<file path="src/rtl/event_counter.sv">
// Purpose: counts rising edges of an asynchronous event line, up or down, with wrap or saturate at 0..MAX.
// Latency: evt_in rising before edge N updates value at edge N+SYNC_STAGES; carry is registered alongside value.
// Backpressure: none; events arriving with en=0 or coinciding with clear/load are dropped, not queued.
module event_counter #(
    parameter int              WIDTH       = 8,
    parameter longint unsigned MAX         = (64'd1 << WIDTH) - 64'd1,
    parameter bit              SATURATE    = 1'b0,
    parameter int              SYNC_STAGES = 2
) (
    input  logic             clk,
    input  logic             reset,
    input  logic             evt_in,
    input  logic             en,
    input  logic             up,
    input  logic             clear,
    input  logic             load,
    input  logic [WIDTH-1:0] load_value,
    output logic [WIDTH-1:0] value,
    output logic             carry,
    output logic             at_max,
    output logic             at_zero
);

    localparam logic [WIDTH-1:0] MAX_V = WIDTH'(MAX);

    logic [SYNC_STAGES-1:0] sync_q, sync_d;
    logic                   sev_d_q, sev_d_d;
    logic [WIDTH-1:0]       value_q, value_d;
    logic                   carry_q, carry_d;
    logic                   sev;
    logic                   step;

    // Shift the raw event line into the synchroniser; the last stage is the synchronised event.
    always_comb begin
        sync_d  = {sync_q[SYNC_STAGES-2:0], evt_in};
        sev_d_d = sev;
    end

    assign sev  = sync_q[SYNC_STAGES-1];
    // One-cycle step on each low-to-high transition of the synchronised event.
    assign step = sev & ~sev_d_q;

    // Next count: clear beats load beats an enabled step; carry flags a step that hit a bound.
    always_comb begin
        value_d = value_q;
        carry_d = 1'b0;
        if (clear) begin
            value_d = '0;
        end else if (load) begin
            value_d = (load_value > MAX_V) ? MAX_V : load_value;
        end else if (step && en) begin
            if (up) begin
                if (value_q == MAX_V) begin
                    value_d = SATURATE ? MAX_V : '0;
                    carry_d = 1'b1;
                end else begin
                    value_d = value_q + 1'b1;
                end
            end else begin
                if (value_q == '0) begin
                    value_d = SATURATE ? '0 : MAX_V;
                    carry_d = 1'b1;
                end else begin
                    value_d = value_q - 1'b1;
                end
            end
        end
    end

    // All state, including the synchroniser, returns to zero on reset so an in-flight edge is dropped.
    always_ff @(posedge clk) begin
        if (reset) begin
            sync_q  <= '0;
            sev_d_q <= 1'b0;
            value_q <= '0;
            carry_q <= 1'b0;
        end else begin
            sync_q  <= sync_d;
            sev_d_q <= sev_d_d;
            value_q <= value_d;
            carry_q <= carry_d;
        end
    end

    assign value   = value_q;
    assign carry   = carry_q;
    assign at_max  = (value_q == MAX_V);
    assign at_zero = (value_q == '0);

endmodule

</file>
<file path="config.mk">
export PLATFORM = sky130hd
export DESIGN_NAME = event_counter
export DESIGN_NICKNAME = d
export VERILOG_FILES = /design/src/rtl/event_counter.sv
export SDC_FILE = /design/constraint.sdc
export NUM_CORES = 1
export LEC_CHECK = 0
export CAP_MARGIN = 10
export CELL_PAD_IN_SITES_DETAIL_PLACEMENT = 2
export CELL_PAD_IN_SITES_GLOBAL_PLACEMENT = 2
export CORE_ASPECT_RATIO = 0.5
export CORE_MARGIN = 4
export CORE_UTILIZATION = 29
export CTS_BUF_LIST = sky130_fd_sc_hd__clkbuf_2 sky130_fd_sc_hd__clkbuf_4 sky130_fd_sc_hd__clkbuf_8
export DETAILED_ROUTE_END_ITERATION = 8
export GPL_TIMING_DRIVEN = 0
export PLACE_DENSITY_LB_ADDON = 0.08
export SKIP_CTS_REPAIR_TIMING = 1
export SYNTH_ARGS = -nofsm -noshare
export SYNTH_HDL_FRONTEND = slang
export SYNTH_SLANG_ARGS = --single-unit
</file>
<file path="constraint.sdc">
create_clock -name clk -period 2.95 [get_ports clk]
set_input_delay 0.295 -clock clk [delete_from_list [all_inputs] [get_ports clk]]
set_output_delay 0.295 -clock clk [all_outputs]
set_load 0.1 [all_outputs]
</file>
==> flow_summary.yaml <==
outcome:
  outcome: "complete, no violations"
clock_network:
  cts_tree: "yes"
  clk_pin_slew_ns: 0.06
  htreeDepth: 1
  clock_path_buffers: 2
  worstSkewPairLatency_ns: 0.25
  cts_root_buf: "clkbuf_8"
  cts_made_buffers: 3
  cts.sinks: 12
power_and_ir_drop:
  finalPower_w: 0.000548
  power_leakage_nw: 0.490
  powerDensity_nw_per_um2: 427
  max-vdd-ir-drop_uv: 165
synthesis:
  synth.area.top_cells: "dfxtp_1, a21oi_1, ha_1"
  ys_async_sr_fraction: 0
  syn_area_um2: 917
  synth_area_leader_cell: "dfxtp_1"
  synth_common_cells: "dfxtp_1, nand2_1, nor2_1"
  yosysSeqAreaShare: 0.262
  synth_area_per_cell_um2: 7.46
  synth-edff-count: 0
  synth_seq_cells: 12
  synthCells: 123
  yosysMostFrequentCell: "dfxtp_1"
  yosysTopAreaCellShare: 0.262
  syn-num-nets: 141
  synth_warnings: 0
  ys.flop_type: "dfxtp_1"
  synth_cell_types: 38
cells_and_area:
  drive_gt1_frac: 0.0987
  diodes: 0
  syn2layout_area_growth_pct: 40.1
  fillers: 350
  layout.nets: 171
timing:
  rsz0062_at_grt: "no"
  timing.hold.ws_ns: 0.442
  slew_violations: 0
  max_freq_mhz: 365
  min_period_ns: 2.74
  relSlewSlack: 0.338
  finalCritPeriodShare: 0.930
  hold_viol_final: 0
  finalWorstSetupSlack_ns: 0.208
  finClkSkew_ns: 0.00462
  setup_viol: 0
  tightest_slew_ns: 0.991
  final.setup.tns_ns: 0
global_route:
  grt.overflow.total: 0
  grt_max_degree: 11
  antenna_found_initial: 0
  grt_pass1_vias: 1083
  grt_pass1_wl_um: 5680
  grtUsageTotal: 0.187
place:
  place_congestion: 0.821
  place_ws_ns: 0.138
  io_buffers: 25
  dpl.hpwl_um: 2620
floorplanning:
  ios: 26
  core_um2: 3010
  die_h_um: 47.8
  die_w_um: 87.5
  row_count: 14
  start_util: 0.304
  dieArea_um2: 4180
min_path:
  holdCritPathClass: "reg2reg"
setup_path:
  cp.arrival_ns: 2.45
  critPathBufInv: 2
  slowest_delay_ns: 0.75
  end_kind: "output pin"
  path_class: "reg2out"
  worstPathRequired_ns: 2.65
  slowest_stage: "dlymetal6s2s_1"
  worstSetupStartpointType: "flop"
  cp_top_family: "buffers and inverters"
  crit_chain: "ha_1 > clkbuf_1 > nand3_1 > nor2_4 > dlymetal6s2s_1"
  worstPathMaxFanout: 9
routing:
  wl_met2_um: 1520
  vias_per_cell: 5.44
  dr.first_iter.drc_count: 44
  drc: 0
  wl_per_cell_um: 18.3
  routed-via-count: 1044
  ant_nets: 0
  wl_met1_um: 1820
  met3_length_um: 177
  routed_wl_um: 3520
  highest_layer: "met4"
  drt_pass1_iterations: 4
flow_run:
  drv_cap: 0
==> cell type report <==
class	instances	area [µm²]	share of cell area
tap	40	50.0	0.0389
sequential	12	240	0.187
timing repair buffer	25	255	0.199
clock buffer	4	55.1	0.0428
multi-input combinational	96	613	0.477
inverter	6	22.5	0.0175
buffer	9	48.8	0.0380
==> worst paths after layout <==
kind	startpoint	depth (start not counted)	to	slack [ns]
worst max register to register	value[0]	7	value[3]	0.86
worst min register to register	sync_q[0]	1	sync_q[1]	0.44
worst min-delay path	sync_q[0]	1	sync_q[1]	0.44
worst max-delay path	value[0]	5	at_max	0.21
==> registers in the layout, summed over array words and instances (netlist names) <==
| register | cells |
|---|---|
| sync_q | 2 |
| carry | 1 |
| value | 8 |
| sev_d_q | 1 |
==> report_power, final <==
part	total [W]	switching [W]	internal (W)
registers	0.000175	0.00000681	0.000168
logic	0.000182	0.000119	0.0000626
clock network	0.000191	0.0000729	0.000118
==> metrics by stage <==
| stage | instances | area (µm²) | utilization |
|---|---|---|---|
| after global placement | 188 | 1220 | 0.407 |
| after CTS | 192 | 1280 | 0.425 |
| final | 192 | 1280 | 0.426 |
| after floorplan | 123 | 925 | - |
| after detailed placement | 188 | 1220 | 0.407 |
| after global routing | 192 | 1280 | 0.426 |
==> cells in the final DEF, fill, tap and decap left out, types with 2 or more instances in the layout <==
master,Yosys,final
a211oi_1,4,4
a21oi_1,9,9
a31oi_1,3,3
a41oi_1,2,2
and2_1,2,2
buf_2,3,3
clkbuf_1,4,4
clkbuf_8,0,4
clkdlybuf4s50_1,0,23
dfxtp_1,12,12
dlymetal6s2s_1,0,2
ha_1,3,3
inv_1,5,5
nand2_1,10,10
nand3_1,6,6
nand4_1,2,2
nor2_1,10,9
nor2b_1,4,4
nor3_1,7,7
o211ai_1,4,4
o21a_1,2,2
o21ai_0,4,4
o21ai_1,3,3
o221ai_1,2,2
o22ai_1,2,2
xnor2_1,3,3
xor2_1,3,3
==> worst register-to-register path, stage by stage (launching register included) <==
cell and delay [ns]:
dfxtp_1 0.57, ha_1 0.21, clkbuf_1 0.30, nand3_1 0.22, o21ai_1 0.28, nor2_1 0.08
a211oi_1 0.24, o21ai_1 0.09
==> cell families after synthesis <==
family / after synthesis / synth area share
flops: 12 / 0.262
buf+inv: 15 / 0.0778
fa+ha+maj: 3 / 0.0409
simple gates: 49 / 0.289
compound gates: 38 / 0.273
xor+xnor: 6 / 0.0573
==> routing by layer <==
layer,up-vias,GRT usage
li1,506,-
met1,514,0.262
met2,22,0.301
met3,2,0.0498
met4,0,0.0245
met5,-,0
(Power assumes the default switching activity.)
==> edit: new RTL, same flow settings <==
`WIDTH`: 8 -> 6.
--- a/src/rtl/event_counter.sv
+++ b/src/rtl/event_counter.sv
@@ -2,7 +2,7 @@
 // Latency: evt_in rising before edge N updates value at edge N+SYNC_STAGES; carry is registered alongside value.
 // Backpressure: none; events arriving with en=0 or coinciding with clear/load are dropped, not queued.
 module event_counter #(
-    parameter int              WIDTH       = 8,
+    parameter int              WIDTH       = 6,
     parameter longint unsigned MAX         = (64'd1 << WIDTH) - 64'd1,
     parameter bit              SATURATE    = 1'b0,
     parameter int              SYNC_STAGES = 2
Ports: changed (resized load_value and value); port bits go from 26 to 22. No check against the original RTL was run, so the function may have changed too.
==> edit against the unedited design <==
Worst hold slack improved by 0.019 ns. Wire length decreased by 14%. Synthesized cell count down 27%. Final area down 19%. Combinational power decreased by 26%. Area after synthesis shrank 21%. Worst setup slack worse by 0.12 ns. Utilization up 2.5 points. Largest cell class unchanged. Sequential cell count fell by 2. Highest routed layer unchanged. Power fell by 15%. Fmax decreased by 4.2%.
==> edit: results (changes against the unedited design) <==
- Warnings from Yosys: 0 (unchanged)
- Reg clk slew, reported paths: 0.05 ns
- IO Port Bufs: 20 (-20%)
- WL per Instance: 20.22 um (+10%)
- Pin count of the biggest net entering global routing: 11 (unchanged)
- Gpl congestion: 0.8482 (+3.4%)
- DR pass1 iterations: 4 (unchanged)
- Clock Tree Buf Depth: 2 (unchanged)
- Mapped Nets: 106 (-25%)
- Total CTS buffers: 3 (unchanged)
- Register area share after synthesis: 27.63% (+1.4 points)
- Clk_lat worst skew: 0.25 ns (about the same)
- Vias in the first global route: 866 (-20%)
- Share of layout cells above drive strength 1: 12.28% (+2.4 points)
- Global-route wire length before repair: 4754 um (-16%)
- Placed cell area: 979.7 sq um (-20%)
- Min-delay src: sync_q[0]$_SDFF_PP0_
- Global Route Usage Sum: 18.62% (-0.12 points)
- Fillers: 274 (-22%)
- Slew headroom: 33.83% (+0.078 points)
- Initial DRC count: 43 (-2.3%)
- Post-layout nets: 131 (-23%)
- Placed Cells: 145 (-23%)
- Worst EP arrival: 2.57 ns (+0.12 ns)
- Post-synth top cells: dfxtp_1, o21ai_0, inv_1
- Crit-path max FO: 10 (+1)
- Worst vdd ir: 0.0002385 V (+45%)
- Clock skew: 0.006094 ns (+0.001471 ns)
- DP HPWL: 2068 um (-21%)
- Synth area leaders: dfxtp_1, o21ai_0, ha_1
- Final wirelength: 3013 um (-14%)
- Leakage: 0.0004039 uW (-18%)
- Max FFs per register: 6 (-2)
- Synth async-reset ratio: 0% (unchanged)
- Min-Delay Path Class: reg -> reg
- Avg Inst Size Synth: 8.049 sq um (+8.0%)
- Vias: 851 (-18%)
- Status: finished clean
==> edit: cell types whose count changed in the layout (fill, tap and decap cells not counted), sizes merged, moves of 3 or more <==
cell           before  now
nor3                7    3
a211oi              4    0
nand3               7    2
clkdlybuf4s50      23   19
xnor2               3    0
nand2              10    4
nor2               10    5
a21oi               9    4
==> edit: layout make-up <==
cell class	instances	area [sq um]	share of cell area, %
Inverter	6	22.52	2.171
Multi-Input combinational cell	68	478.0	46.08
Timing Repair Buffer	20	202.7	19.54
Tap cell	35	43.79	4.222
Clock buffer	4	55.05	5.308
Buffer	6	35.03	3.378
Sequential cell	10	200.2	19.30
==> edit: where the power goes <==
group	switching [uW]	leakage, uW	internal, uW	total [uW]
Combinational	87.8	0.000293	47.4	135
Clock	67.1	0.0000288	118	185
Sequential	6.93	0.0000818	140	147
Total	162	0.000404	306	468
==> edit: worst max-delay path: stages (launching register included) <==
cell and delay, ns:
dfxtp_1 0.56, ha_1 0.39, and3_4 0.24, clkdlybuf4s50_1 1.13
==> edit: per-layer routing <==
metal  GRT usage [%]  share of wire [%]
met5               0                  0
met4           2.439               0.40
met3           5.602                4.3
met2           33.05                 46
met1           23.14                 49
==> edit: logic make-up (layout without fill, tap and decap cells) <==
family | Yosys count | after routing | synth area share, %
AOI/OAI and AO/OA | 30 | 30 | 27.63
xor gates and xnor gates | 1 | 1 | 1.209
adders and majority gates | 3 | 3 | 5.182
buffers and inverters | 12 | 36 | 7.943
DFF | 10 | 10 | 27.63
muxes | 1 | 1 | 1.382
and+or+nand+nor | 33 | 33 | 29.01
==> edit: stage by stage <==
step                      worst slack (ns)  total power, uW
after floorplan                     0.2993            239.3
final                              0.08844            467.8
after CTS                          -0.1728            470.8
after global placement              0.1898            276.1
after global routing               0.02020            485.0
after detailed placement            0.1158            282.9
==> edit: path summary, 6_finish.rpt <==
path	to	slack (ns)	cells after the start
max	at_max	0.09	3
min	sync_q[1]$_SDFF_PP0_	0.46	1
max reg2reg	value[4]$_SDFFE_PP0P_	1.07	6
min reg2reg	sync_q[1]$_SDFF_PP0_	0.46	1
